## src/rtl/frame_tx_seq_if.sv

```systemverilog
// frame_tx_seq_if: payload handshake and sequencer control bundle
interface frame_tx_seq_if #(
  parameter int ADDR_W = 3,
  parameter int LEN_W = 11
);
  logic VALID;
  logic [ADDR_W-1:0] ROM_ADDR;
  logic [1:0] MUX_SEL;
  logic CLR_CRC;
  logic CRC_DV;
  logic TX_ACK;
  logic TRUNC;
  logic [LEN_W-1:0] FRM_LEN;
  logic [2:0] FRM_STATE;
  logic BUSY;
  modport master (
    input VALID,
    output ROM_ADDR, MUX_SEL, CLR_CRC, CRC_DV, TX_ACK, TRUNC, FRM_LEN, FRM_STATE, BUSY
  );
  modport slave (
    output VALID,
    input ROM_ADDR, MUX_SEL, CLR_CRC, CRC_DV, TX_ACK, TRUNC, FRM_LEN, FRM_STATE, BUSY
  );
endinterface

```

## src/rtl/frame_tx_seq.sv

```systemverilog
// frame_tx_seq: wraps payload bursts with ROM header/trailer and a CRC slot; define FRAME_TMR_EN for triplicated registers
module frame_tx_seq #(
  parameter int ADDR_W = 3,
  parameter int HDR_WORDS = 5,
  parameter int CRC_WORDS = 1,
  parameter int TRL_WORDS = 2,
  parameter int IFG = 2,
  parameter int MAX_LEN = 1024,
  parameter int LEN_W = 11
) (
  input logic CLK,
  input logic RST,
  frame_tx_seq_if.master bus
);
  typedef enum logic [2:0] {
    IDLE = 3'd0, HDR = 3'd1, SOF = 3'd2, DATA = 3'd3, CRC = 3'd4, TRL = 3'd5, GAP = 3'd6
  } state_t;
  localparam int SW = ADDR_W + LEN_W;
  typedef struct packed {
    logic [SW-1:0] sub;
    logic [LEN_W-1:0] cnt;
    logic drain;
    logic [ADDR_W-1:0] rom_addr;
    logic [1:0] mux_sel;
    logic clr_crc;
    logic crc_dv;
    logic tx_ack;
    logic trunc;
    logic busy;
    logic [LEN_W-1:0] frm_len;
    logic [2:0] frm_state;
  } regs_t;
  logic [2:0] cs, ns, start;
  regs_t c, n;
  logic hold, full;
  logic [SW-1:0] base;
  // next state and next register image, always derived from the (voted) current values
  always_comb begin
    hold = c.drain && bus.VALID;
    full = c.cnt == LEN_W'(MAX_LEN);
    start = bus.VALID ? HDR : IDLE;
    case (cs)
      IDLE: ns = start;
      HDR: ns = c.sub == SW'(HDR_WORDS - 2) ? SOF : HDR;
      SOF: ns = DATA;
      DATA: ns = !bus.VALID || full ? CRC : DATA;
      CRC: ns = c.sub == SW'(CRC_WORDS - 1) ? TRL : CRC;
      TRL: ns = c.sub != SW'(TRL_WORDS - 1) ? TRL : (IFG > 0 || hold) ? GAP : start;
      GAP: ns = (hold || c.sub + SW'(1) < SW'(IFG)) ? GAP : start;
      default: ns = IDLE;
    endcase
    n.sub = ns == cs && (cs == HDR || cs == CRC || cs == TRL || (cs == GAP && !hold)) ? c.sub + SW'(1) : '0;
    n.cnt = ns == DATA ? (cs == DATA ? c.cnt + LEN_W'(1) : LEN_W'(1)) : '0;
    n.trunc = cs == DATA && bus.VALID && full;
    n.drain = n.trunc || hold;
    n.frm_len = cs == DATA && ns != DATA ? c.cnt : c.frm_len;
    base = ns == SOF ? SW'(HDR_WORDS - 1) : ns == TRL ? SW'(HDR_WORDS) : '0;
    n.rom_addr = ns == HDR || ns == SOF || ns == TRL ? ADDR_W'(n.sub + base) : '0;
    n.mux_sel = ns == DATA ? 2'd1 : ns == CRC ? 2'd2 : 2'd0;
    n.clr_crc = ns == HDR || ns == SOF;
    n.crc_dv = ns == DATA;
    n.tx_ack = ns == SOF;
    n.busy = ns != IDLE;
    n.frm_state = ns;
  end
`ifdef FRAME_TMR_EN
  logic [2:0] st0, st1, st2;
  regs_t r0, r1, r2;
  assign cs = (st0 & st1) | (st0 & st2) | (st1 & st2);
  assign c = (r0 & r1) | (r0 & r2) | (r1 & r2);
  // three copies all reload from the voted next value, so one upset copy heals on the next edge
  always_ff @(posedge CLK or posedge RST)
    if (RST) begin
      st0 <= IDLE;
      st1 <= IDLE;
      st2 <= IDLE;
      r0 <= '0;
      r1 <= '0;
      r2 <= '0;
    end else begin
      st0 <= ns;
      st1 <= ns;
      st2 <= ns;
      r0 <= n;
      r1 <= n;
      r2 <= n;
    end
`else
  logic [2:0] st;
  regs_t r;
  assign cs = st;
  assign c = r;
  // state and registered outputs advance together
  always_ff @(posedge CLK or posedge RST)
    if (RST) begin
      st <= IDLE;
      r <= '0;
    end else begin
      st <= ns;
      r <= n;
    end
`endif
  assign bus.ROM_ADDR = c.rom_addr;
  assign bus.MUX_SEL = c.mux_sel;
  assign bus.CLR_CRC = c.clr_crc;
  assign bus.CRC_DV = c.crc_dv;
  assign bus.TX_ACK = c.tx_ack;
  assign bus.TRUNC = c.trunc;
  assign bus.FRM_LEN = c.frm_len;
  assign bus.FRM_STATE = c.frm_state;
  assign bus.BUSY = c.busy;
endmodule

```

## src/flat_wrapper.sv

```systemverilog
// flat-port wrapper written by rule: the top's interface ports become plain ports
module frame_tx_seq_flat 
#(
  parameter int ADDR_W = 3,
  parameter int HDR_WORDS = 5,
  parameter int CRC_WORDS = 1,
  parameter int TRL_WORDS = 2,
  parameter int IFG = 2,
  parameter int MAX_LEN = 1024,
  parameter int LEN_W = 11
)
  (CLK, RST, bus_VALID, bus_ROM_ADDR, bus_MUX_SEL, bus_CLR_CRC, bus_CRC_DV, bus_TX_ACK, bus_TRUNC, bus_FRM_LEN, bus_FRM_STATE, bus_BUSY);
  frame_tx_seq_if #(.ADDR_W(ADDR_W), .LEN_W(LEN_W)) bus_i ();
  input logic CLK;
  input logic RST;
  input wire logic [$bits(bus_i.VALID)-1:0] bus_VALID;
  output wire logic [$bits(bus_i.ROM_ADDR)-1:0] bus_ROM_ADDR;
  output wire logic [$bits(bus_i.MUX_SEL)-1:0] bus_MUX_SEL;
  output wire logic [$bits(bus_i.CLR_CRC)-1:0] bus_CLR_CRC;
  output wire logic [$bits(bus_i.CRC_DV)-1:0] bus_CRC_DV;
  output wire logic [$bits(bus_i.TX_ACK)-1:0] bus_TX_ACK;
  output wire logic [$bits(bus_i.TRUNC)-1:0] bus_TRUNC;
  output wire logic [$bits(bus_i.FRM_LEN)-1:0] bus_FRM_LEN;
  output wire logic [$bits(bus_i.FRM_STATE)-1:0] bus_FRM_STATE;
  output wire logic [$bits(bus_i.BUSY)-1:0] bus_BUSY;
  assign bus_i.VALID = bus_VALID;
  assign bus_ROM_ADDR = bus_i.ROM_ADDR;
  assign bus_MUX_SEL = bus_i.MUX_SEL;
  assign bus_CLR_CRC = bus_i.CLR_CRC;
  assign bus_CRC_DV = bus_i.CRC_DV;
  assign bus_TX_ACK = bus_i.TX_ACK;
  assign bus_TRUNC = bus_i.TRUNC;
  assign bus_FRM_LEN = bus_i.FRM_LEN;
  assign bus_FRM_STATE = bus_i.FRM_STATE;
  assign bus_BUSY = bus_i.BUSY;
  frame_tx_seq #(.ADDR_W(ADDR_W), .HDR_WORDS(HDR_WORDS), .CRC_WORDS(CRC_WORDS), .TRL_WORDS(TRL_WORDS), .IFG(IFG), .MAX_LEN(MAX_LEN), .LEN_W(LEN_W)) u_core (.CLK(CLK), .RST(RST), .bus(bus_i));
endmodule
```

## config.mk

```make
export PLATFORM = sky130hd
export DESIGN_NAME = frame_tx_seq_flat
export DESIGN_NICKNAME = d
export VERILOG_FILES = /design/src/rtl/frame_tx_seq_if.sv /design/src/rtl/frame_tx_seq.sv /design/src/flat_wrapper.sv
export SDC_FILE = /design/constraint.sdc
export NUM_CORES = 1
export LEC_CHECK = 0
export BUFFER_PORTS_ARGS = -buffer_cell sky130_fd_sc_hd__buf_4
export CAP_MARGIN = 0
export CORE_ASPECT_RATIO = 1.1
export CORE_MARGIN = 2
export CORE_UTILIZATION = 61
export CTS_BUF_LIST = sky130_fd_sc_hd__clkbuf_8
export DETAILED_ROUTE_END_ITERATION = 8
export GPL_ROUTABILITY_DRIVEN = 0
export PLACE_DENSITY = 0.83
export REMOVE_ABC_BUFFERS = 1
export SLEW_MARGIN = 15
export SYNTH_ARGS = -nofsm -noshare
export SYNTH_HDL_FRONTEND = slang
export SYNTH_SLANG_ARGS = --single-unit
```

## constraint.sdc

```tcl
create_clock -name CLK -period 4.7 [get_ports CLK]
set_clock_uncertainty 0.15 [all_clocks]
set_input_delay 0.235 -clock CLK [delete_from_list [all_inputs] [get_ports CLK]]
set_output_delay 0.235 -clock CLK [all_outputs]
set_load 0.1 [all_outputs]
```

Yosys cells after proc, flatten, opt, wreduce, memory -nomap -nowiden

Cells that the tools add are included.

Bits in registers: 50
Bits of input ports: 3
Logic and storage cells: 66

$add $sub $neg: 3
Order comparisons: 1
Equal/unequal tests: 16
Muxes and demuxes: 15
Reductions and logical operators: 19

Operators with widths:

| kind                                                                      | number |
|---|---|
| 11-bit two-way mux                                                        | 2 |
| 3-bit one-hot mux with 7 select lines                                     | 1 |
| 3-bit equality test (second input constant)                               | 5 |
| 3-bit two-way mux                                                         | 5 |
| 14-bit by 1-bit adder with 14-bit output (second input constant)          | 1 |
| 14-bit by 2-bit equality test with 1-bit output (second input constant)   | 1 |
| 14-bit zero test                                                          | 1 |
| 14-bit by 2-bit < comparator with 1-bit output (second input constant)    | 1 |
| 14-bit two-way mux                                                        | 1 |
| 14-bit by 1-bit inequality test with 1-bit output (second input constant) | 1 |
| 3-bit by 2-bit equality test with 1-bit output (second input constant)    | 4 |
| 11-bit by 1-bit adder with 11-bit output (second input constant)          | 1 |
| 11-bit equality test (second input constant)                              | 1 |
| 1-bit logical OR                                                          | 8 |
| 2-bit two-way mux                                                         | 4 |
| 3-bit by 1-bit equality test with 1-bit output (second input constant)    | 2 |
| 1-bit logical AND                                                         | 6 |
| 3-bit adder                                                               | 1 |
| 3-bit equality test                                                       | 1 |
| 3-bit zero test                                                           | 1 |
| 3-bit by 2-bit inequality test with 1-bit output (second input constant)  | 1 |
| 3-bit nonzero test                                                        | 1 |
| 1-bit zero test                                                           | 2 |
| 1-bit two-way mux                                                         | 2 |

Logic depth before layout (Yosys ltp)

Gate-level depths: netlist of run 1.

Depth in word-level cells: 10
Depth in mapped cells: 15

Worst setup path before layout of run 1

No wires, ideal clock.

Kind: reg2reg
Start point: register u_core.r (netlist bit u_core.c[36])
End point: register u_core.r (netlist bit u_core.bus.ROM_ADDR[2])
Arrival: 3.189 ns
Required time: 4.471 ns
Path slack: 1.282 ns
Cell stages (with the launch flop): 15
Period minus slack after synthesis: 3.418 ns
Cells stage by stage: dfrtp_1 -> ha_1 -> buf_2 -> nand4_2 -> nor4_4 -> mux2_4 -> o21a_4 -> nor4b_1 -> o21ai_1 -> clkbuf_1 -> nor2_1 -> ha_1 -> ha_1 -> xor2_1 -> mux2i_1

RTL lines:

| what                   | line                | source |
|---|---|---|
| from (decl)            | frame_tx_seq.sv:90  | `regs_t r;` |
| from (signal assigned) | frame_tx_seq.sv:100 | `r <= n;` |

==> results.ini, run 1 <==
[run_status]
outcome=completed

[timing]
hold_slack_ns=0.0169
time_the_worst_path_needs_with_i_o_delays_and_setup_ns=3.62
worst-slew-pin-transition_ns=0.989
finalSetupTns_ns=0
final-hold-violation-count=0
finalSetupViolations=0
timing.fmax_mhz=276
timing.max_slew.rel_slack=0.340
postLayoutSetupSlackWorst_ns=1.08
unrepaired_setup_endpoints_after_global_routing=no
timing.final.max_slew_violations=0
min_period_over_period=0.770

[worst_setup_path]
worst_path_arrival_time_ns=3.69
critPathCaptureType=register
ff2ff_path_depth=13
timing.critical_path.required_ns=4.77
setup.reg_to_reg.worst_slack_ns=1.08
startpoint_type=register
critPathMaxFanout=13
timing.rr.start=u_core.c[36]
critPathKind=reg2reg
crit-reg2reg-capture=u_core.bus.ROM_ADDR[2]

[power_and_ir_drop]
p_leak_nw=1.34
overall_power_mw=1.51
vdd_ir_drop_max_mv=0.420
p_per_area_nw_per_um2=524

[routing]
sum_of_routed_wire_length_over_all_layers_um=4910
met3_wirelength_um=154
route.detailed.wl_per_inst_um=14.9
dr_wl_met2_um=2580
route.top_layer_used=met4
detailroute.via_count=1873
met1Wirelength_um=2100
number_of_iterations_in_the_first_detailed_routing_pass=4
viasPerCell=5.68
drcViolationCount=0
antenna_violating_nets_post_route=0
first_iter_violations=133

[synthesis]
yosys.area.top_type=dfrtp_1
ys_types=49
biggest_area_contributors_in_the_synthesized_netlist=dfrtp_1 45%, buf_4 5.2%, nor2_1 5.0%, xnor2_1 3.9%, xor2_1 3.9%
post-synth-top-area-fraction=0.450
yosys_most_used_dff=dfrtp_1
synthesis.area_per_instance_um2=10.0
asyncSetResetFlopFracSynth=1.00
synth_seq_area_share=0.450
syn-cell-area_um2=2730
synth_edf_count=0
synthCells=272
synth-seq-cells=49
synth_warnings=0

[die]
die_outline_width_um=67.7
floorplan.initialDensity=0.636
dieArea_um2=5020
rows=25
chipHeight_um=74.1
area_inside_the_core_boundary_um2=4290
number_of_primary_i_o_pins=27

[clock_network]
clkSinkCount=49
post_cts.repair.setup_buffers=0
cts_resized=0
h-tree-depth=2
clkSlewWorstSetupHoldPaths_ns=0.09
clock_latency_ns=0.30
tritoncts=yes
cts_root_buf=clkbuf_8
numCtsBuffers=5
max-clock-path-buffers=2
hold_buffers=0

[placement]
place.port_buffers=26
dpl_cell_area_um2=2810
dpl_worst_slack_ns=1.08
dpl.hpwl_um=3540
dpl.cell_count=324

[layout]
share_of_final_layout_standard_cells_stronger_than_drive_strength_1=0.203
synthToLayoutAreaGrowth_pct=5.69
insertedDiodeCount=0
fillerInstances=337
layout.cell_area.non_filler_um2=2880
most_common_cell_after_layout_fill_and_taps_aside=dfrtp_1
num-nets-final=287
finish.cell_count_without_fillers=330
layout.core_utilization=0.672
mostFrequentLayoutCells=49 x dfrtp_1, 36 x nor2_1, 27 x buf_4, 20 x nand2_1, 14 x nand3_1

[global_route]
number_of_antenna_violations_at_the_first_check_in_global_routing=0
grt_start_max_net_pins=50
grt_first_pass_wirelength_um=8030
overflow=0
via_count_of_the_first_global_routing_pass=1785
grt_util_all_layers=0.214

[hold_path]
worst_hold_path_type=in2async

[job]
timing.max_cap.violations=0

[metal layers]
layer | up-vias | global-route usage
li1 | 909 | -
met1 | 929 | 0.273
met2 | 28 | 0.352
met3 | 7 | 0.0469
met4 | 0 | 0.0907
met5 | - | 0
[sequential cells by signal, summed over array words and instances, names as in the netlist]
signal and cells:
u_core.bus.FRM_LEN 11, u_core.bus.CLR_CRC 1, u_core.bus.TRUNC 1, u_core.bus.TX_ACK 1, u_core.c 26, u_core.bus.MUX_SEL 2
u_core.bus.ROM_ADDR 3, u_core.bus.BUSY 1, u_core.cs 3
[worst max-delay path, stage by stage (launching register included)]
cell and delay (ns):
dfrtp_1 0.45, ha_1 0.35, nand4_2 0.22, nor4_4 0.33
mux2_4 0.33, o21a_4 0.22, nor4b_1 0.35, o21ai_1 0.12
buf_4 0.19, nor2_1 0.15, ha_1 0.16, ha_1 0.15
xor2_1 0.17, mux2i_1 0.19
[kinds of logic (layout without fill, tap and decap cells)]
family	count (synthesis)	after routing	share of synthesized area
AOI/OAI and AO/OA	32	32	0.105
DFF	49	49	0.450
and+or+nand+nor	107	107	0.205
muxes	10	10	0.0422
xor gates and xnor gates	24	24	0.0771
adders and majority gates	7	7	0.0321
buffers and inverters	43	47	0.0886
[Yosys cell counts, types with 2 or more instances]
cell type,n
buf_2,5
nand2_1,20
nand3b_1,2
and3_1,3
xnor2_1,12
o21ai_0,9
and2_1,2
nand4_1,2
nor4b_1,4
a21oi_1,7
clkbuf_2,2
mux2_2,8
a21boi_0,2
nor3_1,8
nor4_1,2
ha_1,7
nor2_1,36
nand4_2,2
clkbuf_1,3
nor2b_1,4
and4_1,2
buf_4,19
nand3_1,14
dfrtp_1,49
xor2_1,12
inv_1,13
[final cells by class]
| type | instances | area (um2) | area share |
|---|---|---|---|
| inverter | 14 | 52.6 | 0.0182 |
| clock buffer | 5 | 68.8 | 0.0239 |
| tap | 54 | 67.6 | 0.0235 |
| clock inverter | 1 | 5.00 | 0.00174 |
| sequential | 49 | 1230 | 0.426 |
| multi-input combinational | 180 | 1260 | 0.437 |
| timing repair buffer | 27 | 203 | 0.0704 |
[worst max path at each step]
stage,start,cells past startpoint,to,slack (ns)
5_1_grt,u_core.c[36],13,u_core.bus.ROM_ADDR[2],0.86
6_report,u_core.c[36],13,u_core.bus.ROM_ADDR[2],1.08
2_1_floorplan,u_core.cs[2],11,u_core.bus.ROM_ADDR[2],1.09
4_1_cts,u_core.c[36],13,u_core.bus.ROM_ADDR[2],1.05
3_5_place_dp,u_core.c[36],13,u_core.bus.ROM_ADDR[2],1.08
3_3_place_gp,u_core.c[36],13,u_core.bus.ROM_ADDR[2],1.23
[power breakdown]
| group | switching (mW) | internal [mW] | total [mW] |
|---|---|---|---|
| logic | 0.543 | 0.214 | 0.757 |
| registers | 0.0557 | 0.471 | 0.527 |
| clock network | 0.128 | 0.0981 | 0.226 |
| total | 0.727 | 0.783 | 1.51 |
Power figures use the tool's default switching activity.
==> inputs of run 2 (changes only) <==
Settings changed: CORE_UTILIZATION 61 to 55, PLACE_DENSITY 0.83 to 0.79.
Clock period 4.7 ns to 2.9 ns, I/O delays scaled along.
==> run 2 against run 1 <==
  * The run now ends with setup timing left
  * Sequential cell count did not move
  * Die area rose by 10%
  * Critical path type unchanged
  * Cell count rose by 15%
  * Combinational power rose by 140%
  * Non-clock buffer count rose by 46
  * Largest power group unchanged
  * Critical path depth did not move
  * Routed wire length rose by 31%
==> results.ini, run 2 (same netlist as run 1, synthesis figures left out) <==
[timing]
postLayoutSetupSlackWorst_ns=-0.298  ; was 1.08 ns
timing.final.max_slew_violations=0  ; unchanged
worst-slew-pin-transition_ns=0.982  ; was 0.989 ns
timing.fmax_mhz=313  ; was 276 MHz
min_period_over_period=1.10  ; was 0.770
final-hold-violation-count=0  ; unchanged
time_the_worst_path_needs_with_i_o_delays_and_setup_ns=3.20  ; was 3.62 ns
timing.max_slew.rel_slack=0.344  ; was 0.340
finalSetupViolations=2  ; was 0
unrepaired_setup_endpoints_after_global_routing=yes  ; was no

[run_status]
outcome=finished, violations left  ; was completed
failing_checks=setup timing

[placement]
dpl.hpwl_um=3950  ; was 3540 um
dpl_cell_area_um2=3090  ; was 2810 um2
place.port_buffers=26  ; unchanged

[worst_setup_path]
ff2ff_path_depth=13  ; unchanged
timing.rr.start=u_core.c[37]  ; was u_core.c[36]
worst_path_arrival_time_ns=3.26  ; was 3.69 ns
crit-reg2reg-capture=u_core.bus.ROM_ADDR[2]  ; unchanged
critPathCaptureType=register  ; unchanged
critPathMaxFanout=4  ; was 13
critPathKind=reg2reg  ; unchanged
setup.reg_to_reg.worst_slack_ns=-0.30  ; was 1.08 ns
timing.critical_path.required_ns=2.97  ; was 4.77 ns
startpoint_type=register  ; unchanged

[power_and_ir_drop]
pwr-share-clk=0.129  ; was 0.150
vdd_ir_drop_max_mv=0.803  ; was 0.420 mV
netSwitchingPower_mw=1.45  ; was 0.727 mW
p_int_mw=1.60  ; was 0.783 mW
p_per_area_nw_per_um2=883  ; was 524 nW/um2
share_of_power_burned_in_registers=0.276  ; was 0.349
switching_share=0.475  ; was 0.482
combinationalPowerShare=0.595  ; was 0.501
p_leak_nw=1.61  ; was 1.34 nW

[hold_path]
worst_hold_start=bus_VALID
min_delay_path_depth=3
worst_hold_path.endpoint=u_core.bus.TRUNC
worst_hold_path_type=in2reg  ; was in2async

[clock_network]
tritoncts=yes  ; unchanged
cts_root_buf=clkbuf_8  ; unchanged
h-tree-depth=2  ; unchanged
numCtsBuffers=5  ; unchanged
clock_latency_ns=0.30  ; about the same
clkSinkCount=49  ; unchanged
clkSlewWorstSetupHoldPaths_ns=0.09  ; about the same
max-clock-path-buffers=2  ; unchanged

[routing]
viasPerCell=5.67  ; was 5.68
sum_of_routed_wire_length_over_all_layers_um=6410  ; was 4910 um
drcViolationCount=0  ; unchanged
first_iter_violations=125  ; was 133
antenna_violating_nets_post_route=0  ; unchanged
route.detailed.wl_per_inst_um=16.9  ; was 14.9 um
number_of_iterations_in_the_first_detailed_routing_pass=4  ; unchanged
detailroute.via_count=2156  ; was 1873

[die]
chipHeight_um=77.8  ; was 74.1 um
dieArea_um2=5530  ; was 5020 um2
floorplan.initialDensity=0.578  ; was 0.636
rows=26  ; was 25
area_inside_the_core_boundary_um2=4720  ; was 4290 um2
die_outline_width_um=71.1  ; was 67.7 um
number_of_primary_i_o_pins=27  ; unchanged

[layout]
largest_register_ffs=26  ; unchanged
share_of_final_layout_standard_cells_stronger_than_drive_strength_1=0.392  ; was 0.203
insertedDiodeCount=0  ; unchanged
layout.cell_area.non_filler_um2=3450  ; was 2880 um2
layout.core_utilization=0.732  ; was 0.672
num-nets-final=333  ; was 287
most_common_cell_after_layout_fill_and_taps_aside=buf_4  ; was dfrtp_1
synthToLayoutAreaGrowth_pct=26.7  ; was 5.69%
fillerInstances=296  ; was 337
mostFrequentLayoutCells=69 x buf_4, 46 x dfrtp_1, 32 x nor2_1, 18 x nand2_1, 14 x nand3_1  ; was 49 x dfrtp_1, 36 x nor2_1, 27 x buf_4, 20 x nand2_1, 14 x nand3_1

[global_route]
overflow=0  ; unchanged
number_of_antenna_violations_at_the_first_check_in_global_routing=0  ; unchanged
grt_first_pass_wirelength_um=9580  ; was 8030 um
via_count_of_the_first_global_routing_pass=2118  ; was 1785
grt_util_all_layers=0.217  ; was 0.214
grt_start_max_net_pins=50  ; unchanged

[job]
timing.max_cap.violations=0  ; unchanged

-- run 2: cell types whose count changed in the layout (fill, tap and decap cells not counted), moves of 3 or more --
cell	previous run	this run
buf_4	27	69
dfrtp_1	49	46
dfrtp_2	0	3
ha_1	7	4
ha_4	0	3
nor2_1	36	32
nor2_4	0	3
-- run 2: critical path: stages (launching register included) --
cell and delay [ns]:
dfrtp_1 0.43, buf_6 0.14, and4_1 0.20, a211o_1 0.28, a21oi_2 0.23, nand4_4 0.16, buf_12 0.17, o41ai_4 0.35
o21ai_2 0.15, buf_4 0.17, nor2_4 0.11, ha_4 0.16, xor2_2 0.17, mux2i_1 0.23
-- run 2: routing by layer --
metal  vias up  routed length, um  track usage
li1       1003                  -            -
met1      1065               2560        0.276
met2        72               3420        0.372
met3        16                298       0.0416
met4         0                128       0.0642
met5         -                  0            0
-- run 2: through the flow --
stage	TNS [ns]	setup slack (ns)	total power, mW	hold slack, ns	cells
2_1_floorplan	-1.92	-0.714	1.82	0.168	243
3_3_place_gp	-0.152	-0.131	2.24	0.295	363
3_5_place_dp	-0.402	-0.261	2.27	0.303	363
4_1_cts	-0.0795	-0.0795	2.74	0.0281	375
5_1_grt	-0.653	-0.396	3.20	0.0591	380
6_report	-0.417	-0.298	3.05	0.0359	380
-- run 2: power by group through the flow --
stage | clock network, mW | logic, mW | registers, mW
after floorplan | 0 | 0.559 | 1.26
after global placement | 0 | 1.40 | 0.835
after detailed placement | 0 | 1.43 | 0.838
after CTS | 0.404 | 1.51 | 0.826
after global routing | 0.433 | 1.92 | 0.849
final | 0.393 | 1.82 | 0.841
-- run 2: cell type report --
| type | count | area (um2) | area share |
|---|---|---|---|
| Tap cell | 56 | 70.1 | 0.0203 |
| Sequential cell | 49 | 1230 | 0.356 |
| Timing Repair Buffer | 73 | 571 | 0.165 |
| Clock buffer | 5 | 68.8 | 0.0199 |
| Multi-Input combinational cell | 180 | 1440 | 0.418 |
| Inverter | 14 | 52.6 | 0.0152 |
| Clock inverter | 3 | 18.8 | 0.00543 |
-- run 2: worst max-delay path by stage --
stage               cells past startpoint                     end  slack [ns]         start
global route                           14  u_core.bus.ROM_ADDR[2]       -0.40  u_core.c[37]
detailed placement                     13  u_core.bus.ROM_ADDR[2]       -0.26  u_core.c[36]
global placement                       13  u_core.bus.ROM_ADDR[2]       -0.13  u_core.c[36]
finish                                 13  u_core.bus.ROM_ADDR[2]       -0.30  u_core.c[37]
floorplan                              11  u_core.bus.ROM_ADDR[2]       -0.71  u_core.cs[2]
CTS                                    12  u_core.bus.ROM_ADDR[2]       -0.08  u_core.c[37]
-- run 2: repair_timing --
item | 4_1_cts | 5_1_grt
hold buffers | 1 | 0
endpoints found under the setup margin | 3 | 3
pin swaps | 11 | 17
endpoints found under the hold margin | 49 | 0
buffers inserted | 3 | 6
gates resized for setup | 12 | 30
gates cloned | 0 | 0
==> inputs of run 3 (changes only) <==
Settings changed: CORE_MARGIN 2 to 4.
==> run 3 against run 2 <==
  * The run still ends with setup timing left
  * First-iteration DRC count is 15% higher
  * Maximum frequency is 5.7% higher
  * Sequential cell count stayed put
  * Largest power group unchanged
  * Die area is 11% higher
  * Sequential share of layout area is 0.97 points higher
==> results.ini, run 3 (same netlist as run 1, synthesis figures left out) <==
[global_route]
overflow=0  ; unchanged
via_count_of_the_first_global_routing_pass=2137  ; was 2118
grt_first_pass_wirelength_um=9630  ; was 9580 um
grt_util_all_layers=0.204  ; was 0.217
number_of_antenna_violations_at_the_first_check_in_global_routing=0  ; unchanged
grt_start_max_net_pins=50  ; unchanged

[clock_network]
clkSlewWorstSetupHoldPaths_ns=0.10  ; was 0.09 ns
clkSinkCount=49  ; unchanged
h-tree-depth=2  ; unchanged
clock_latency_ns=0.31  ; was 0.30 ns
max-clock-path-buffers=2  ; unchanged
cts_root_buf=clkbuf_8  ; unchanged
numCtsBuffers=5  ; unchanged
tritoncts=yes  ; unchanged

[worst_setup_path]
critPathCaptureType=register  ; unchanged
startpoint_type=register  ; unchanged
critPathKind=reg2reg  ; unchanged
timing.critical_path.required_ns=2.99  ; was 2.97 ns
worst_path_arrival_time_ns=3.12  ; was 3.26 ns
critPathMaxFanout=4  ; unchanged

[timing]
final-hold-violation-count=0  ; unchanged
timing.final.max_slew_violations=0  ; unchanged
timing.fmax_mhz=331  ; was 313 MHz
worst-slew-pin-transition_ns=0.999  ; was 0.982 ns
min_period_over_period=1.04  ; was 1.10
timing.max_slew.rel_slack=0.333  ; was 0.344
finalSetupTns_ns=-0.164  ; was -0.417 ns
time_the_worst_path_needs_with_i_o_delays_and_setup_ns=3.02  ; was 3.20 ns
postLayoutSetupSlackWorst_ns=-0.125  ; was -0.298 ns
unrepaired_setup_endpoints_after_global_routing=yes  ; unchanged
hold_slack_ns=0.0110  ; was 0.0359 ns
finalSetupViolations=2  ; unchanged

[routing]
detailroute.via_count=2078  ; was 2156
viasPerCell=5.53  ; was 5.67
antenna_violating_nets_post_route=0  ; unchanged
sum_of_routed_wire_length_over_all_layers_um=5930  ; was 6410 um
route.detailed.wl_per_inst_um=15.8  ; was 16.9 um
drcViolationCount=0  ; unchanged
number_of_iterations_in_the_first_detailed_routing_pass=4  ; unchanged
first_iter_violations=144  ; was 125

[die]
rows=26  ; unchanged
die_outline_width_um=75.1  ; was 71.1 um
chipHeight_um=81.8  ; was 77.8 um
dieArea_um2=6150  ; was 5530 um2
floorplan.initialDensity=0.578  ; unchanged
area_inside_the_core_boundary_um2=4720  ; unchanged
number_of_primary_i_o_pins=27  ; unchanged

[layout]
area_occupied_by_registers_um2=1230  ; about the same
num-nets-final=329  ; was 333
layout.cell_area.non_filler_um2=3360  ; was 3450 um2
largest_register_ffs=26  ; unchanged
share_of_final_layout_standard_cells_stronger_than_drive_strength_1=0.369  ; was 0.392
multi_input_logic_area_um2=1400  ; was 1440 um2
fillerInstances=341  ; was 296
most_common_cell_after_layout_fill_and_taps_aside=buf_4  ; unchanged
finish.cell_count_without_fillers=376  ; was 380
mostFrequentLayoutCells=68 x buf_4, 47 x dfrtp_1, 34 x nor2_1, 20 x nand2_1, 14 x nand3_1  ; was 69 x buf_4, 46 x dfrtp_1, 32 x nor2_1, 18 x nand2_1, 14 x nand3_1
insertedDiodeCount=0  ; unchanged
synthToLayoutAreaGrowth_pct=23.2  ; was 26.7%

[power_and_ir_drop]
overall_power_mw=2.85  ; was 3.05 mW
vdd_ir_drop_max_mv=0.680  ; was 0.803 mV
p_per_area_nw_per_um2=848  ; was 883 nW/um2
p_leak_nw=1.58  ; was 1.61 nW

[placement]
dpl.hpwl_um=4040  ; was 3950 um
dpl.cell_count=363  ; unchanged
place.port_buffers=26  ; unchanged
dpl_cell_area_um2=3090  ; unchanged

[run_status]
outcome=finished, violations left  ; unchanged
failing_checks=setup timing  ; unchanged

[job]
timing.max_cap.violations=0  ; unchanged

[hold_path]
worst_hold_path_type=in2reg  ; unchanged

[run 3: critical path: stages, from the launching register on]
cell and delay, ns:
dfrtp_1 0.41, ha_4 0.17, nand4_4 0.12, buf_4 0.17
nor3_2 0.21, xnor2_2 0.14, nand4_4 0.19, nor3_2 0.06
buf_4 0.15, o41ai_4 0.23, nand2_1 0.14, nor2_1 0.14
ha_2 0.21, ha_4 0.14, xor2_2 0.13, mux2i_1 0.19
[run 3: what timing repair did]
item	4_1_cts	5_1_grt
setup buffers	2	2
gates resized for setup	7	21
setup endpoints to repair	2	3
pin swaps	8	5
endpoints found under the hold margin	49	0
hold buffers	1	0
[run 3: path summary, 6_finish.rpt]
check / cells after the start / startpoint / slack (ns) / endpoint
setup reg to reg: 15 / u_core.c[36] / -0.12 / u_core.bus.ROM_ADDR[2]
min in group asynchronous: 3 / RST / 0.48 / u_core.c[40]
max in group asynchronous: 3 / RST / 1.43 / u_core.c[38]
setup / recovery: 15 / u_core.c[36] / -0.12 / u_core.bus.ROM_ADDR[2]
hold reg to reg: 2 / u_core.bus.FRM_LEN[5] / 0.34 / u_core.bus.FRM_LEN[5]
hold / removal: 3 / bus_VALID / 0.01 / u_core.bus.TRUNC
[run 3: area by class of cell]
type | count | share of cell area
inverter | 14 | 0.0156
clock inverter | 3 | 0.00633
clock buffer | 5 | 0.0205
timing repair buffer | 69 | 0.155
tap | 56 | 0.0209
multi-input combinational | 180 | 0.416
sequential | 49 | 0.366
[run 3: stage by stage]
stage | setup slack, ns | utilization
after floorplan | -0.714 | -
after global placement | -0.130 | 0.654
after detailed placement | -0.230 | 0.654
after CTS | -0.110 | 0.688
after global routing | -0.235 | 0.712
final | -0.125 | 0.712
[run 3: power breakdown]
part	switching [mW]	internal (mW)
Clock	0.241	0.171
Sequential	0.0715	0.764
Combinational	1.04	0.564
[run 3: layer usage]
metal  wire length, um  track usage
met1              2510        0.257
met2              3030        0.329
met3               236       0.0465
met4               154       0.0943
met5                 0            0
